[src/rtl/tetris_pkg.sv]
// Shared board geometry, FSM state type and the line-total helper for the
// Tetris map logic.
package tetris_pkg;

    localparam int BOARD_ROWS = 20;
    localparam int BOARD_COLS = 10;
    localparam int CELL_BITS  = 5;
    localparam int EMPTY_CELL = 0;

    localparam int ROW_W     = 5;
    localparam int LINES_W   = 3;
    localparam int TOTAL_W   = 10;
    localparam int PASS_MAX  = 7;
    localparam int TOTAL_MAX = 999;

    typedef enum logic [1:0] {
        IDLE,
        COMPACT,
        FILL,
        FIN
    } state_t;

    function automatic logic [TOTAL_W-1:0] sat_total(input logic [TOTAL_W-1:0] total,
                                                     input logic [LINES_W-1:0] n);
        logic [TOTAL_W:0] sum;
        sum = {1'b0, total} + {{(TOTAL_W + 1 - LINES_W){1'b0}}, n};
        return (sum > (TOTAL_W + 1)'(TOTAL_MAX)) ? TOTAL_W'(TOTAL_MAX) : sum[TOTAL_W-1:0];
    endfunction

endpackage

[src/rtl/row_full_detect.sv]
// A row is full when no cell in it carries the empty colour code.
module row_full_detect
    import tetris_pkg::*;
#(
    parameter int COLS   = BOARD_COLS,
    parameter int CELL_W = CELL_BITS
) (
    input  logic [COLS*CELL_W-1:0] row,
    output logic                   full
);

    always_comb begin
        full = 1'b1;
        for (int c = 0; c < COLS; c++) begin
            if (row[c*CELL_W +: CELL_W] == CELL_W'(EMPTY_CELL)) full = 1'b0;
        end
    end

endmodule

[src/rtl/row_clear_ctrl.sv]
// Clears full rows after a piece locks: walks the map bottom-up copying kept
// rows down over cleared ones, then zero-fills the freed rows at the top.
module row_clear_ctrl
    import tetris_pkg::*;
#(
    parameter int ROWS   = BOARD_ROWS,
    parameter int COLS   = BOARD_COLS,
    parameter int CELL_W = CELL_BITS
) (
    input  logic                   VGA_CLK,
    input  logic                   RST,
    input  logic                   start,
    input  logic                   stall,
    output logic [ROW_W-1:0]       rd_row,
    input  logic [COLS*CELL_W-1:0] rd_data,
    output logic                   wr_en,
    output logic [ROW_W-1:0]       wr_row,
    output logic [COLS*CELL_W-1:0] wr_data,
    output logic                   busy,
    output logic                   done,
    output logic [LINES_W-1:0]     lines,
    output logic [TOTAL_W-1:0]     total_lines,
    output state_t                 state_dbg
);

    // Handshake: start is a one-cycle request sampled only in IDLE with stall low;
    // busy stays high from the next cycle through the done cycle, and done is a
    // single-cycle pulse that never fires while stall is high.

    localparam logic [ROW_W-1:0]   LAST_ROW = ROW_W'(ROWS - 1);
    localparam logic [ROW_W-1:0]   ROW_ONE  = ROW_W'(1);
    localparam logic [LINES_W-1:0] CNT_MAX  = LINES_W'(PASS_MAX);

    state_t             state;
    logic [ROW_W-1:0]   src;
    logic [ROW_W-1:0]   dst;
    logic [LINES_W-1:0] count;
    logic [LINES_W-1:0] count_next;
    logic               row_full;

    row_full_detect #(
        .COLS   (COLS),
        .CELL_W (CELL_W)
    ) u_full (
        .row  (rd_data),
        .full (row_full)
    );

    assign count_next = (row_full && count != CNT_MAX) ? count + LINES_W'(1) : count;
    assign rd_row     = src;
    assign done       = (state == FIN) && !stall;
    assign state_dbg  = state;

    // Writes depend on the same-cycle map read, so the strobe is decoded here.
    always_comb begin
        wr_en   = 1'b0;
        wr_row  = '0;
        wr_data = '0;
        if (!stall) begin
            case (state)
                COMPACT: begin
                    if (!row_full && src != dst) begin
                        wr_en   = 1'b1;
                        wr_row  = dst;
                        wr_data = rd_data;
                    end
                end
                FILL: begin
                    wr_en  = 1'b1;
                    wr_row = dst;
                end
                default: ;
            endcase
        end
    end

    always_ff @(posedge VGA_CLK or posedge RST) begin
        if (RST) begin
            state       <= IDLE;
            src         <= LAST_ROW;
            dst         <= LAST_ROW;
            count       <= '0;
            busy        <= 1'b0;
            lines       <= '0;
            total_lines <= '0;
        end else if (!stall) begin
            case (state)
                IDLE: begin
                    if (start) begin
                        src   <= LAST_ROW;
                        dst   <= LAST_ROW;
                        count <= '0;
                        busy  <= 1'b1;
                        state <= COMPACT;
                    end
                end
                COMPACT: begin
                    count <= count_next;
                    // A cleared row leaves dst in place so the next kept row drops onto it.
                    if (!row_full && dst != '0) dst <= dst - ROW_ONE;
                    if (src == '0) state <= (count_next != '0) ? FILL : FIN;
                    else           src   <= src - ROW_ONE;
                end
                FILL: begin
                    if (dst == '0) state <= FIN;
                    else           dst   <= dst - ROW_ONE;
                end
                FIN: begin
                    lines       <= count;
                    total_lines <= sat_total(total_lines, count);
                    busy        <= 1'b0;
                    state       <= IDLE;
                end
                default: state <= IDLE;
            endcase
        end
    end

endmodule

[config.mk]
export PLATFORM = sky130hd
export DESIGN_NAME = row_clear_ctrl
export DESIGN_NICKNAME = d
export VERILOG_FILES = /design/src/rtl/tetris_pkg.sv /design/src/rtl/row_full_detect.sv /design/src/rtl/row_clear_ctrl.sv
export SDC_FILE = /design/constraint.sdc
export NUM_CORES = 1
export LEC_CHECK = 0
export ABC_CLOCK_PERIOD_IN_PS = 9700
export BUFFER_PORTS_ARGS = -buffer_cell sky130_fd_sc_hd__buf_2
export CAP_MARGIN = 40
export CORE_ASPECT_RATIO = 0.8
export CORE_UTILIZATION = 49
export DETAILED_ROUTE_END_ITERATION = 16
export GPL_TIMING_DRIVEN = 0
export HOLD_SLACK_MARGIN = 0.1
export PLACE_DENSITY = 0.87
export SLEW_MARGIN = 20
export SYNTH_ARGS = -nofsm -noshare
export SYNTH_HDL_FRONTEND = slang
export SYNTH_HIERARCHICAL = 1
export SYNTH_SLANG_ARGS = --single-unit
export TNS_END_PERCENT = 50
[constraint.sdc]
create_clock -name VGA_CLK -period 9.7 [get_ports VGA_CLK]
set_input_delay 2.91 -clock VGA_CLK [delete_from_list [all_inputs] [get_ports VGA_CLK]]
set_output_delay 2.91 -clock VGA_CLK [all_outputs]
set_load 0.02 [all_outputs]
# Word-level counts from Yosys, hierarchy flattened
# Index checks and enable logic that the tools add are counted.
# word_totals
in_bits	54
ff_bits	29
wordCells	90
# op_classes
order_cmp	1
n_eq_ne	11
bitwise	1
n_reduce_logical	30
muxes	36
n_addsub	4
# ops
cell	count
two-way mux 50 bit	3
logical NOT 5 bit	12
two-way mux 5 bit	6
case mux 5 bit (2 select lines)	2
case mux 5 bit (3 select lines)	1
two-way mux 1 bit	14
!= test 2 bit, second input constant	6
adder 10 x 3 -> 11 bit	1
> comparator 11 x 10 -> 1 bit, second input constant	1
two-way mux 10 bit	1
subtractor 5 x 1 -> 5 bit, second input constant	2
case mux 2 bit (4 select lines)	1
AND reduction 4 bit	2
two-way mux 2 bit	3
two-way mux 3 bit	2
case mux 3 bit (2 select lines)	1
AND reduction 3 bit	2
nonzero test 3 bit	2
!= test 5 bit	1
AND reduction 5 bit	1
nonzero test 5 bit	1
== test 2 bit, second input constant	2
logical AND 1 bit	4
case mux 1 bit (2 select lines)	2
other kinds (8)	10

# Logic depth before layout (Yosys ltp)
# Gate-level depths: netlist of the first run.
# logic_depth
word_depth	17
depth_mapped	10
depth_no_buf	10

# By module
# Netlist of the first run, hierarchy kept.
# modules_own_cells
mod	cells_per_inst	area_each_um2	n_inst	seq_area_each_um2
row_clear_ctrl	269	2269.7	1	733.2
row_full_detect	23	131.4	1	0.0

# Least setup slack after synthesis of the first run
# No wires, ideal clock.
# synth_timing
kind	in2out
startpoint	in rd_data[45]
endpoint	out wr_row[0]
path_buffers	0
cell_stages	7
arrival_time_ns	4.934
setup_slack_ns	1.856
path_cell_list	or4_1 o22ai_1 nor3_1 and3_1 or3b_4 a211oi_4 and2_1
# synth_between
elab_chain_cells	7
# synth_lines
item	line	rtl
from (decl)	row_clear_ctrl.sv:15	input logic [COLS*CELL_W-1:0] rd_data,
logical NOT 5 bit	row_full_detect.sv:15	if (row[c*CELL_W +: CELL_W] == CELL_W'(EMPTY_CELL)) full = 1'b0;
two-way mux 1 bit	row_full_detect.sv:15	
via row_full	row_clear_ctrl.sv:39	logic row_full;
logical NOT 1 bit	row_clear_ctrl.sv:62	if (!row_full && src != dst) begin
logical AND 1 bit	row_clear_ctrl.sv:62	
two-way mux 5 bit	row_clear_ctrl.sv:62	
case mux 5 bit (2 select lines)	row_clear_ctrl.sv:60	case (state)
two-way mux 5 bit	row_clear_ctrl.sv:59	if (!stall) begin
to (decl)	row_clear_ctrl.sv:17	output logic [ROW_W-1:0] wr_row,
# The timed path passes the listed nets, and every way through them passes these cells.

# Final worst setup path of the first run
# layout_timing
startpoint	in rd_data[45]
endpoint	out wr_data[33]
# layout_between
elab_chain_cells	7
# layout_lines
item	line	rtl
logical NOT 5 bit	row_full_detect.sv:15	
two-way mux 1 bit	row_full_detect.sv:15	
via row_full	row_clear_ctrl.sv:39	
logical NOT 1 bit	row_clear_ctrl.sv:62	
logical AND 1 bit	row_clear_ctrl.sv:62	
two-way mux 50 bit	row_clear_ctrl.sv:62	
two-way mux 50 bit	row_clear_ctrl.sv:60	
two-way mux 50 bit	row_clear_ctrl.sv:59	
to (decl)	row_clear_ctrl.sv:18	output logic [COLS*CELL_W-1:0] wr_data,
# The timed path passes the listed nets, and every way through them passes these cells.

==> impl_metrics.env, run 1 <==
export IMPL_die_w_um=80.27
export IMPL_grt_pass1_vias=2407
export IMPL_cp_slowest_cell="or4_1"
export IMPL_crit_required_ps=6790
export IMPL_ios=132
export IMPL_worstPathArrival_ps=5140
export IMPL_cts_hold_buffers=0
export IMPL_wl_per_cell_um=13.84
export IMPL_fmaxAchievable_mhz=124.3
export IMPL_cts_resized=0
export IMPL_min_path_type="reg -> reg"
export IMPL_tns_ps=0
export IMPL_clk_latency_ps=280
export IMPL_hold_slack_ps=481.3
export IMPL_top_usage_layer="met2"
export IMPL_reg2reg_from="count[0]"
export IMPL_rows=22
export IMPL_synth_enable_flop_cells=0
export IMPL_dr_total_vias=2650
export IMPL_slew_violations=0
export IMPL_antenna_found_initial=0
export IMPL_start_util_pct=51.61
export IMPL_cts_sinks=29
export IMPL_max_stage_delay_ps=510
export IMPL_dp_hpwl_um=5610
export IMPL_met3_usage_pct=5.070
export IMPL_internal_power_mw=0.4001
export IMPL_synth_area_mm2=0.002401
export IMPL_drtIter0Drc=207
export IMPL_grtUsageMet2_pct=49.79
export IMPL_p_sw_share_pct=48.04
export IMPL_period_needed_ps=8046
export IMPL_hold_viol=0
export IMPL_syn_nets=361
export IMPL_synth_common_cells="56 x and2_1, 29 x nor2_1, 23 x dfrtp_1"
export IMPL_gp_congestion=0.8636
export IMPL_ys_ff_latch=29
export IMPL_drc=0
export IMPL_syn_avg_cell_area_um2=8.223
export IMPL_async_reset_ff_share_pct=100.0
export IMPL_syn_inst=292
export IMPL_die_area_mm2=0.005186
export IMPL_wl_um=6808
export IMPL_fp_dieH_um=64.61
export IMPL_crit_chain="buf_2 -> or4_1 -> o22ai_1 -> nor3_1 -> and3_1 -> or3b_4 -> nor2_4 -> clkbuf_2 -> and2_1 -> buf_2"
export IMPL_final_cell_area_mm2=0.003249
export IMPL_grtUsageMet1_pct=33.01
export IMPL_cts_root_buf="clkbuf_8"
export IMPL_worstPathMaxFanout=10
export IMPL_crit_path_end_kind="output port"
export IMPL_dr_pass1_iters=4
export IMPL_power_density_mw_per_mm2=237.0
export IMPL_grt_use_total_pct=27.40
export IMPL_worst_pin_slew_ps=587.9
export IMPL_drv_cap=0
export IMPL_outcome="finished, final reports clean"
export IMPL_critPathLaunchType="primary input"
export IMPL_path_clk_slew_ps=60
export IMPL_place_area_mm2=0.003159
export IMPL_ys_types=53
export IMPL_finalSetupViolations=0
export IMPL_rsz0062_at_grt="no"
export IMPL_crit_top_cell="buf_2"
export IMPL_synth_top_area_cell="dfrtp_1"
export IMPL_clkPwrFrac_pct=13.4
export IMPL_grt_max_degree=19
export IMPL_hp_start="lines[2]"
export IMPL_fin_crit_sh_pct=82.94
export IMPL_ys_seq_area_share_pct=30.54
export IMPL_sequentialPowerShare_pct=29.9
export IMPL_cts_tree="done"
export IMPL_synth_most_common_cell="and2_1"
export IMPL_finalClockSkew_ps=10.72
export IMPL_grt_pass1_wl_um=11060
export IMPL_drive_gt1_share_pct=37.73
export IMPL_ir_worst_vdd_uv=137.7
export IMPL_coreArea_mm2=0.004652
export IMPL_cts_setup_buffers=0
export IMPL_syn2layout_area_growth_pct=35.33
export IMPL_via_per_inst=5.386
export IMPL_h_tree_depth=2
export IMPL_synth_area_leaders="dfrtp_1 24%, and2_1 15%, ha_1 7.3%"
export IMPL_finish_utilization_pct=69.85
export IMPL_power_leakage_nw=1.758
export IMPL_combPwrFrac_pct=56.8
export IMPL_yosysWarnings=6
export IMPL_synthFlopType="dfrtp_1"
export IMPL_reg2reg_slack_ps=7010
export IMPL_critPathLaunch="rd_data[45]"
export IMPL_p_switching_mw=0.3699
export IMPL_diodes=0
export IMPL_numCtsBuffers=5
export IMPL_synth_top_area_share_pct=23.97
export IMPL_overflow=0
export IMPL_fin_nets=500
export IMPL_relSlewSlack_pct=60.47
export IMPL_detail_route_antenna_nets=0
export IMPL_port_buffers=131
export IMPL_critPathKind="in -> out"
export IMPL_clockBufferDepth=2
==> logic make-up (layout without fill, tap and decap cells) <==
family                     count (synthesis)  after routing  share of synthesized area, %
AOI/OAI and AO/OA                         61             61                         18.13
buffers and inverters                     29            169                         5.262
and+or+nand+nor                          149            149                         34.55
DFF                                       29             29                         30.54
adders and majority gates                 15             15                         8.129
muxes                                      1              1                        0.4690
xor gates and xnor gates                   8              8                         2.918
==> power by group through the flow <==
stage               clock network (mW)  registers, mW  logic, mW
global route                     0.112          0.239      0.490
CTS                              0.105          0.230      0.436
detailed placement                   0          0.232      0.434
global placement                     0          0.228      0.418
floorplan                            0          0.259      0.276
finish                           0.103          0.230      0.437
==> final cells by class <==
cell class / count / area, µm²
timing repair buffer: 132 / 683.2
sequential: 29 / 733.2
fill: 401 / 1403
clock buffer: 8 / 90.09
inverter: 19 / 71.32
tap: 60 / 75.07
multi-input combinational: 234 / 1541
buffer: 10 / 55.05
==> through the flow <==
stage               total power [mW]  instances  worst slack (ps)
global route                  0.8404        492              1486
finish                        0.7700        492              1654
floorplan                     0.5344        292              1856
CTS                           0.7711        492              1639
global placement              0.6458        483              1666
detailed placement            0.6660        484              1645
==> final timing paths <==
| path | to | depth (start not counted) |
|---|---|---|
| max | wr_data[33] | 10 |
| min | lines[2] | 2 |
| max reg2reg | total_lines[3] | 8 |
| min reg2reg | lines[2] | 2 |
| max in group asynchronous | rd_row[0] | 3 |
| min in group asynchronous | lines[2] | 2 |
==> routing by layer <==
metal  wire (µm)  up-vias
li1            -     1301
met1        2827     1233
met2        3510      106
met3         407       10
met4          63        0
met5           0        -
==> cells in the final DEF, fill, tap and decap left out, types with 7 or more instances in the layout <==
cell     instances
nor2_1          29
nor3_1          10
o21ai_0         12
and2_1          56
buf_2          134
inv_1           18
nand2_1         20
ha_1            14
a21oi_1         13
or4_1            9
dfrtp_1         23
a22o_1           7
==> worst max-delay path, delay by kind of cell <==
kind | cells | cell delay [ps]
AND/OR/NAND/NOR | 6 | 1560
buffers and inverters | 3 | 490
AO/OA/AOI/OAI | 1 | 180
==> sequential cells by signal, indices dropped and copies added, names as in the netlist <==
signal and flops:
count 3, busy 1, rd_row 5, total_lines 10, dst 5, lines 3, state_dbg 2
No activity file was read; power rests on OpenSTA's default activity.
==> run 2, diff against run 1 <==
--- a/config.mk
+++ b/config.mk
@@ -5,15 +5,15 @@
 export SDC_FILE = /design/constraint.sdc
 export NUM_CORES = 1
 export LEC_CHECK = 0
-export ABC_CLOCK_PERIOD_IN_PS = 9700
+export ABC_CLOCK_PERIOD_IN_PS = 7200
 export BUFFER_PORTS_ARGS = -buffer_cell sky130_fd_sc_hd__buf_2
 export CAP_MARGIN = 40
 export CORE_ASPECT_RATIO = 0.8
-export CORE_UTILIZATION = 49
+export CORE_UTILIZATION = 41
 export DETAILED_ROUTE_END_ITERATION = 16
 export GPL_TIMING_DRIVEN = 0
 export HOLD_SLACK_MARGIN = 0.1
-export PLACE_DENSITY = 0.87
+export PLACE_DENSITY = 0.78
 export SLEW_MARGIN = 20
 export SYNTH_ARGS = -nofsm -noshare
 export SYNTH_HDL_FRONTEND = slang
==> constraint.sdc (replaced) <==
create_clock -name VGA_CLK -period 7.2 [get_ports VGA_CLK]
set_input_delay 2.16 -clock VGA_CLK [delete_from_list [all_inputs] [get_ports VGA_CLK]]
set_output_delay 2.16 -clock VGA_CLK [all_outputs]
set_load 0.02 [all_outputs]
==> run 2 against run 1 <==
Compared with the run above: non-clock buffer count stayed put; critical path depth stayed put; critical path type unchanged; worst setup slack worse by 980 ps; hold slack better by 5.4 ps; highest routed layer unchanged; largest power group unchanged; total power increased by 40%; global-route usage down 3.3 points; clock power is 76% higher.
==> impl_metrics.env, run 2 (synthesized netlist as in run 1, its figures left out) <==
export IMPL_cts_sinks=29
export IMPL_clockBufferDepth=2
export IMPL_wl_per_cell_um=13.64
export IMPL_worstPathMaxFanout=10
export IMPL_die_area_mm2=0.006168
export IMPL_finish_utilization_pct=59.44
export IMPL_fp_dieH_um=70.45
export IMPL_slew_violations=0
export IMPL_p_sw_share_pct=46.69
export IMPL_cts_root_buf="clkbuf_8"
export IMPL_hp_start="lines[1]"
export IMPL_port_buffers=131
export IMPL_dp_hpwl_um=5808
export IMPL_wl_um=6957
export IMPL_fin_crit_sh_pct=90.60
export IMPL_cts_setup_buffers=0
export IMPL_finalSetupViolations=0
export IMPL_crit_required_ps=5040
export IMPL_p_switching_mw=0.5034
export IMPL_multi_input_area_mm2=0.001541
export IMPL_tns_ps=0
export IMPL_cts_tree="done"
export IMPL_syn2layout_area_growth_pct=37.52
export IMPL_layout_commonest_cell="buf_2"
export IMPL_rows=24
export IMPL_power_density_mw_per_mm2=326.5
export IMPL_r2r_end="total_lines[3]"
export IMPL_rsz0062_at_grt="no"
export IMPL_gp_congestion=0.8874
export IMPL_dr_total_vias=2594
export IMPL_finalPower_mw=1.078
export IMPL_reg2regPathDepth=8
export IMPL_drive_gt1_share_pct=38.19
export IMPL_drtIter0Drc=132
export IMPL_grt_pass1_wl_um=11610
export IMPL_final_cell_mix="134 x buf_2, 56 x and2_1, 29 x nor2_1"
export IMPL_overflow=0
export IMPL_reg2reg_from="count[0]"
export IMPL_finalClockSkew_ps=2.239
export IMPL_combPwrFrac_pct=54.6
export IMPL_start_util_pct=43.22
export IMPL_detail_route_antenna_nets=0
export IMPL_worst_pin_slew_ps=638.4
export IMPL_dr_pass1_iters=6
export IMPL_antenna_found_initial=0
export IMPL_crit_path_end_kind="output port"
export IMPL_period_needed_ps=6523
export IMPL_whs_endpoint="lines[1]"
export IMPL_grt_use_total_pct=24.12
export IMPL_critPathLaunchType="primary input"
export IMPL_h_tree_depth=2
export IMPL_min_path_type="reg -> reg"
export IMPL_drv_cap=0
export IMPL_fmaxAchievable_mhz=153.3
export IMPL_ios=132
export IMPL_diodes=0
export IMPL_fin_nets=500
export IMPL_internal_power_mw=0.5747
export IMPL_top_register="total_lines"
export IMPL_clkPwrFrac_pct=16.8
export IMPL_power_leakage_nw=1.770
export IMPL_outcome="finished, final reports clean"
export IMPL_coreArea_mm2=0.005555
export IMPL_hold_slack_ps=486.6
export IMPL_regArea_um2=733.2
export IMPL_relSlewSlack_pct=57.40
export IMPL_via_per_inst=5.086
export IMPL_ir_worst_vdd_uv=102.1
export IMPL_die_w_um=87.56
export IMPL_worstPathArrival_ps=4360
export IMPL_hold_viol=0
export IMPL_grt_max_degree=17
export IMPL_sequentialPowerShare_pct=28.7
export IMPL_critPathKind="in -> out"
export IMPL_cts_resized=0
export IMPL_largest_reg_flops=10
export IMPL_cts_hold_buffers=0
export IMPL_clk_latency_ps=290
export IMPL_grt_pass1_vias=2513
export IMPL_reg2reg_slack_ps=4570
export IMPL_min_path_cells=2
export IMPL_path_clk_slew_ps=60
export IMPL_fillCellCount=511
export IMPL_drc=0
export IMPL_numCtsBuffers=5
-- run 2: worst max-delay path by stage --
stage	end	start	slack, ps	cells past startpoint
floorplan	wr_row[0]	rd_data[45]	860	7
global placement	wr_data[23]	rd_data[45]	670	10
detailed placement	wr_data[23]	rd_data[45]	680	10
CTS	wr_data[23]	rd_data[45]	670	10
global route	wr_data[14]	rd_data[40]	510	10
finish	wr_data[23]	rd_data[45]	680	10
-- run 2: critical path, stage by stage --
cell and delay [ps]:
buf_2 100, or4_1 510, o22ai_1 180, nor3_1 70, and3_1 220, or3b_4 440, nor2_4 150, clkbuf_2 200
and2_1 160, buf_2 160
-- run 2: layout make-up --
class	count	share of cell area [%]
Buffer	10	1.667
Clock buffer	6	2.501
Clock inverter	2	1.137
Inverter	19	2.160
Multi-Input combinational cell	234	46.68
Sequential cell	29	22.21
Tap cell	78	2.956
Timing Repair Buffer	132	20.69
-- run 2: metal layers --
layer	wire, µm	up-vias	global-route usage, %	share of wire (%)
li1	-	1302	-	-
met1	2931	1193	28.02	42
met2	3562	86	44.62	51
met3	346	13	4.255	5.0
met4	116	0	6.922	1.7
met5	0	-	0	0
-- run 2: stage by stage --
stage	cells	worst slack [ps]	area, µm²
floorplan	292	856.4	2401
global placement	501	667.1	3154
detailed placement	502	675.9	3182
CTS	510	674.9	3302
global route	510	507.6	3302
finish	510	677.1	3302
-- run 2: power groups by stage --
stage,clock [mW],sequential (mW),combinational [mW]
3_3_place_gp,0,0.308,0.564
3_5_place_dp,0,0.310,0.584
2_1_floorplan,0,0.348,0.372
5_1_grt,0.188,0.321,0.664
4_1_cts,0.183,0.307,0.589
6_report,0.181,0.309,0.588
